**src/rtl/cpu_types_pkg.sv**
```systemverilog
// rtl/cpu_types_pkg.sv - shared CPU/memory types for the RAM-side arbiter
package cpu_types_pkg;
  typedef logic [31:0] word_t;
  typedef enum logic [1:0] {FREE, BUSY, ACCESS, ERROR} ramstate_t;
  typedef enum logic [1:0] {IDLE, IGNT, DGNT, TURN} arb_state_t;
endpackage

```
**src/rtl/arb_timer.sv**
```systemverilog
// rtl/arb_timer.sv - 8-bit grant watchdog; expired once the count reaches TIMEOUT
module arb_timer #(
  parameter int TIMEOUT = 64
) (
  input  logic clk,
  input  logic rst_n,
  input  logic clear,
  input  logic enable,
  output logic expired
);
  logic [7:0] count;

  assign expired = (count == 8'(TIMEOUT));

  // Saturates at TIMEOUT so a held expiry cannot wrap back to zero.
  always_ff @(posedge clk or negedge rst_n) begin
    if (!rst_n)
      count <= '0;
    else if (clear)
      count <= '0;
    else if (enable && !expired)
      count <= count + 8'd1;
  end
endmodule

```
**src/rtl/mem_arbiter.sv**
```systemverilog
// rtl/mem_arbiter.sv - round-robin instruction/data arbiter in front of a variable-latency RAM
module mem_arbiter
  import cpu_types_pkg::*;
#(
  parameter int    TIMEOUT = 64,
  parameter word_t BAD     = 32'hBAD1BAD1
) (
  input  logic      CLK,
  input  logic      nRST,
  input  logic      iREN,
  input  word_t     iaddr,
  output logic      iwait,
  output word_t     iload,
  input  logic      dREN,
  input  logic      dWEN,
  input  word_t     daddr,
  input  word_t     dstore,
  output logic      dwait,
  output word_t     dload,
  output logic      ramREN,
  output logic      ramWEN,
  output word_t     ramaddr,
  output word_t     ramstore,
  input  word_t     ramload,
  input  ramstate_t ramstate,
  output logic      memerr
);
  arb_state_t state, next_state;
  word_t      rq_addr, rq_store;
  logic       rq_ren, rq_wen, lastd;
  logic       in_grant, access, abort, done, expired, d_pend, pick_d;

  assign in_grant = (state == IGNT) || (state == DGNT);
  assign access   = in_grant && (ramstate == ACCESS);
  assign abort    = in_grant && !access && ((ramstate == ERROR) || expired);
  assign done     = access || abort;
  assign d_pend   = dREN || dWEN;
  // Data wins unless instruction is also pending and data was served last.
  assign pick_d   = d_pend && (!iREN || !lastd);

  arb_timer #(.TIMEOUT(TIMEOUT)) u_timer (
    .clk     (CLK),
    .rst_n   (nRST),
    .clear   (!in_grant),
    .enable  (in_grant && (ramstate != ACCESS)),
    .expired (expired)
  );

  always_ff @(posedge CLK or negedge nRST) begin
    if (!nRST)
      state <= IDLE;
    else
      state <= next_state;
  end

  always_comb begin
    next_state = state;
    case (state)
      IDLE:       if (pick_d) next_state = DGNT;
                  else if (iREN) next_state = IGNT;
      IGNT, DGNT: if (done) next_state = TURN;
      TURN:       next_state = IDLE;
      default:    next_state = IDLE;
    endcase
  end

  always_ff @(posedge CLK or negedge nRST) begin
    if (!nRST) begin
      rq_addr  <= '0;
      rq_store <= '0;
      rq_ren   <= 1'b0;
      rq_wen   <= 1'b0;
      lastd    <= 1'b0;
      memerr   <= 1'b0;
    end else begin
      if (state == IDLE) begin
        if (pick_d) begin
          rq_addr  <= daddr;
          rq_store <= dstore;
          rq_wen   <= dWEN;
          rq_ren   <= dREN && !dWEN;
        end else if (iREN) begin
          rq_addr  <= iaddr;
          rq_ren   <= 1'b1;
          rq_wen   <= 1'b0;
        end
        if (dREN && dWEN)
          memerr <= 1'b1;
      end
      if (done)
        lastd <= (state == DGNT);
      if (abort)
        memerr <= 1'b1;
    end
  end

  always_comb begin
    ramREN   = in_grant && rq_ren;
    ramWEN   = in_grant && rq_wen;
    ramaddr  = rq_addr;
    ramstore = rq_store;
    iwait    = 1'b1;
    dwait    = 1'b1;
    iload    = BAD;
    dload    = BAD;
    if (done && state == IGNT) begin
      iwait = 1'b0;
      iload = access ? ramload : BAD;
    end
    if (done && state == DGNT) begin
      dwait = 1'b0;
      dload = access ? ramload : BAD;
    end
  end
endmodule

```
**config.mk**
```make
export PLATFORM = sky130hd
export DESIGN_NAME = mem_arbiter
export DESIGN_NICKNAME = d
export VERILOG_FILES = /design/src/rtl/cpu_types_pkg.sv /design/src/rtl/arb_timer.sv /design/src/rtl/mem_arbiter.sv
export SDC_FILE = /design/constraint.sdc
export NUM_CORES = 1
export LEC_CHECK = 0
export ABC_AREA = 1
export CAP_MARGIN = 0
export CORE_MARGIN = 2
export CORE_UTILIZATION = 34
export DETAILED_ROUTE_END_ITERATION = 16
export GPL_ROUTABILITY_DRIVEN = 0
export PLACE_DENSITY = 0.87
export SLEW_MARGIN = 25
export SYNTH_ARGS = -nofsm -noshare
export SYNTH_HDL_FRONTEND = slang
export SYNTH_SLANG_ARGS = --single-unit
export TNS_END_PERCENT = 30
```
**constraint.sdc**
```tcl
create_clock -name CLK -period 2 [get_ports CLK]
set_input_delay 0.6 -clock CLK [delete_from_list [all_inputs] [get_ports CLK]]
set_output_delay 0.6 -clock CLK [all_outputs]
set_load 0.03 [all_outputs]
```
After elaboration in Yosys (flattened, before gate mapping)
Index checks and enable logic that the tools add are counted.
{"block": "classes", "n_reduce_logical": 31, "n_addsub": 1, "n_eq_ne": 10, "n_mux": 20}
{"op": "2-to-1 mux 32 bit", "n": 5}
{"op": "2-to-1 mux 8 bit", "n": 2}
{"op": "logical AND 1 bit", "n": 12}
{"op": "2-to-1 mux 1 bit", "n": 9}
{"op": "adder 8 x 1 -> 8 bit, second input constant", "n": 1}
{"op": "equality test 2 bit, second input constant", "n": 4}
{"op": "equality test 8 x 7 -> 1 bit, second input constant", "n": 1}
{"op": "AND reduction 2 bit", "n": 4}
{"op": "2-to-1 mux 2 bit", "n": 3}
{"op": "one-hot mux 2 bit (3 select lines)", "n": 1}
{"op": "nonzero test 2 bit", "n": 3}
{"op": "zero test 1 bit", "n": 5}
{"op": "logical OR 1 bit", "n": 5}
{"op": "inequality test 2 bit, second input constant", "n": 2}
{"op": "inequality test 3 bit, second input constant", "n": 1}
{"op": "equality test 2 x 1 -> 1 bit, second input constant", "n": 1}
{"op": "zero test 2 bit", "n": 1}
{"op": "inequality test 2 x 1 -> 1 bit, second input constant", "n": 1}
{"op": "OR reduction 2 bit", "n": 1}
{"block": "word_totals", "register_bits": 78, "wordCells": 70}

Depth between registers and ports, before layout
{"block": "logic_depth", "ltp_word": 9, "depth_mapped": 10, "depth_no_buf": 9}

Hierarchy
Synthesis repeated with hierarchy kept, for this count alone.
{"block": "hier_totals", "hier_cells": 630, "hier_area_um2": 4406.7}
{"mod": "mem_arbiter", "cells_per_inst": 548, "area_each_um2": 3839.9, "instances": 1}
{"mod": "arb_timer", "cells_per_inst": 82, "area_each_um2": 566.8, "instances": 1}

Least setup slack after synthesis
No wires, ideal clock.
{"block": "synth_path", "path_type": "register to output", "startpoint": "register u_timer.count[0]", "endpoint": "output dload[13]", "path_stages_with_launch": 11, "required_time_ns": 1.400, "arrival_ns": 1.522, "setup_slack_ns": -0.122, "path_cell_list": "dfrtp_1 -> inv_1 -> ha_1 -> nand2_1 -> nor2_1 -> nand2_2 -> nand2_4 -> nand3_4 -> inv_6 -> buf_12 -> nand2_1"}
{"block": "synth_via", "elab_chain_len": 6}
{"item": "from (decl)", "line": "arb_timer.sv:11", "rtl": "logic [7:0] count;"}
{"item": "from (signal assigned)", "line": "arb_timer.sv:22", "rtl": "count <= count + 8'd1;"}
{"item": "equality test 8 x 7 -> 1 bit", "line": "arb_timer.sv:13", "rtl": "assign expired = (count == 8'(TIMEOUT));"}
{"item": "logical OR 1 bit", "line": "mem_arbiter.sv:35", "rtl": "assign abort = in_grant && !access && ((ramstate == ERROR) || expired);"}
{"item": "logical AND 1 bit", "line": "mem_arbiter.sv:35"}
{"item": "logical OR 1 bit", "line": "mem_arbiter.sv:36", "rtl": "assign done = access || abort;"}
{"item": "logical AND 1 bit", "line": "mem_arbiter.sv:110", "rtl": "if (done && state == DGNT) begin"}
{"item": "2-to-1 mux 32 bit", "line": "mem_arbiter.sv:110"}
{"item": "to (decl)", "line": "mem_arbiter.sv:19", "rtl": "output word_t dload,"}
No other way between the ends.

Worst setup path after layout
{"block": "layout_path", "startpoint": "register u_timer.count[1]", "endpoint": "output dload[28]"}
Same word-level chain as after synthesis.

==> metrics.md <==
| Metric | Value |
|---|---|
| Maximum vdd drop | `0.0009312 V` |
| Seq/Total Area, Yosys | `0.4531` |
| Total grt overflow | `0` |
| Reg2reg setup slack | `0.37 ns` |
| Distinct cells, synth | `28` |
| Area grow syn2layout | `101.4%` |
| Syn_nets | `704` |
| Core Util, Final | `0.6930` |
| DR vias | `5132` |
| Fmax | `406.2 MHz` |
| Final cell count without fillers | `1059` |
| Worst setup margin | `-0.4617 ns` |
| Nets | `1022` |
| DRC | `0` |
| CP arrival | `1.86 ns` |
| Total Routing Usage GR | `0.2261` |
| Ports | `268` |
| RSZ-0062 raised after global routing | `yes` |
| Core area | `12520 um2` |
| DP HPWL | `11700 um` |
| Worst reg2reg path depth | `9` |
| Die Height | `116.6 um` |
| Outcome | `finished with violations` |
| Layout cells sized above 1 | `0.2976` |
| Mean routed wirelength per cell | `16.46 um` |
| Final Cycle Share | `1.231` |
| Drt pass-1 iters | `4` |
| Most frequent cells in the layout | `170 x nand2_1, 151 x clkdlybuf4s50_1, 80 x nand3_1` |
| Min-Delay Path Class | `in2async` |
| Synthesized instance count | `564` |
| Crit path launch type | `flip-flop` |
| Power Dens Cells | `1410 nW/um2` |
| Minimum clock period after layout | `2.462 ns` |
| Syn_area_per_cell | `7.638 um2` |
| #FFs+latches synth | `78` |
| Clock sink total | `78` |
| Reg-to-Reg End | `u_timer.count[5]$_DFFE_PN0P_` |
| Most common cell after layout, fill and taps aside | `nand2_1` |
| Clock skew | `0.008631 ns` |
| Placed insts | `1024` |
| Ant. Diodes | `0` |
| Die ar. | `13590 um2` |
| Max_cap viols | `0` |
| Max-Slew Margin vs Limit | `0.7587` |
| Clk slew on worst S/H paths | `0.06 ns` |
| Setup-failing EPs final | `68` |
| Worst-Skew Late Latency | `0.33 ns` |
| Final Hold Vio Count | `0` |
| IO Port Bufs | `267` |
| Initial Util | `0.3442` |
| Std cell rows | `41` |
| Measured slew at the worst slew-check pin | `0.3613 ns` |
| CP max FO | `5` |
| Initial antenna violation count | `0` |
| Vias per cell | `4.846` |
| Final wirelength | `17430 um` |
| Mapped cell area | `4308 um2` |
| Req. time, crit path | `1.40 ns` |
| Critical Path End Type | `output port` |
| Bufs on Longest Clock Path | `2` |
| Hold buffers post-CTS | `0` |
| Starting DRT DRC Count | `280` |
| WS Path Type | `reg2out` |
| Pin count of the biggest net entering global routing | `39` |
| Die X | `116.6 um` |
| Critical R2R Launch | `state[0]$_DFFE_PN0P_` |
| Total number of yosys warnings | `0` |
| Leak Pwr | `0.004609 uW` |
| Global-route wire length before repair | `23720 um` |
| Failing checks | `setup timing` |
| H-tree depth | `3` |
| Vias in the first global route | `4855` |
| CTS Buf Count | `9` |
| Root Driver | `clkbuf_16` |
| Final Max Tran Viols | `0` |
| CTS tree | `yes` |
| DRT antenna net count | `0` |
## what timing repair did
action                     4_1_cts  5_1_grt
setup endpoints to repair       74      107
pin swaps                        7        7
gates resized for setup        253      140
setup buffers                    5        8
gates cloned                     3        4
## power breakdown
part	leakage, uW	switching (uW)	internal (uW)
Sequential	0.000932	390	2310
Combinational	0.00352	4300	3420
Clock	0.000159	677	1140
Total	0.00461	5360	6870
## routing by layer
layer,share of wire,vias up,GRT usage
met5,0,-,0
met4,0.042,0,0.08157
met3,0.11,47,0.08563
met2,0.50,255,0.4101
met1,0.35,2371,0.2397
li1,-,2459,-
## layout make-up
cell class / count / area [um2]
well taps: 172 / 215.2
multi-input cells: 402 / 2285
flip-flops and latches: 78 / 1952
inverters: 49 / 196.4
clock inverters: 6 / 93.84
clock buffers: 10 / 239.0
repair inverters: 3 / 23.77
fillers: 880 / 3842
repair buffers: 339 / 3670
## Yosys cell counts (all sizes together)
cell,number,area (um2)
buf,29,193.9
clkbuf,6,22.52
dfrtp,78,1952
ha,5,62.56
inv,49,191.4
nand2,212,825.8
nand3,83,445.4
nand3b,2,15.01
nand4,28,175.2
nor2,29,113.9
nor3b,1,7.510
o21a,34,255.2
o21ai,6,30.02
xor2,2,17.52
## kinds of logic after synthesis
family,Yosys count,synth area share
adder cells (fa/ha/maj),5,0.01452
AND/OR/NAND/NOR,355,0.3674
flip-flops,78,0.4531
AO/OA/AOI/OAI,40,0.06622
XOR/XNOR,2,0.004067
buffers and inverters,84,0.09468
## flip-flops by register name (all words and copies together) (netlist names)
signal / flops
state: 2
memerr: 1
ramstore: 32
u_timer.count: 8
rq_ren: 1
rq_wen: 1
lastd: 1
ramaddr: 32
## stage by stage
stage               cell area [um2]  TNS [ns]  power, uW  hold WS, ns  worst slack, ns
finish                         8675    -25.74      12230       0.1775          -0.4617
floorplan                      4453    -2.029       6582       0.3044         -0.06115
detailed placement             7594    -49.98       9465       0.4548          -0.9450
global route                   8675    -31.37      12930       0.1864          -0.5793
global placement               7594    -48.22       9342       0.4557          -0.9113
CTS                            8277    -25.59      11670       0.1775          -0.5071
## worst max-delay path by stage
stage / startpoint / endpoint / slack, ns / cells past startpoint
global route: u_timer.count[1]$_DFFE_PN0P_ / dload[16] / -0.58 / 11
global placement: ramstate[1] / dload[22] / -0.91 / 8
finish: u_timer.count[1]$_DFFE_PN0P_ / dload[28] / -0.46 / 11
detailed placement: ramstate[1] / iload[15] / -0.95 / 9
floorplan: u_timer.count[0]$_DFFE_PN0P_ / iload[13] / -0.06 / 10
CTS: u_timer.count[0]$_DFFE_PN0P_ / dload[22] / -0.51 / 10
## critical path, cell delays in order, from the launching register on
cell and delay, ns:
dfrtp_1 0.38, inv_2 0.09, ha_4 0.14, nand2_4 0.06, nor2_4 0.10, nand2_4 0.07
nand2_4 0.09, nand3_4 0.18, inv_8 0.14, buf_6 0.10, nand2_2 0.04, buf_6 0.13
Note: power is estimated with default switching activity, not from simulation.
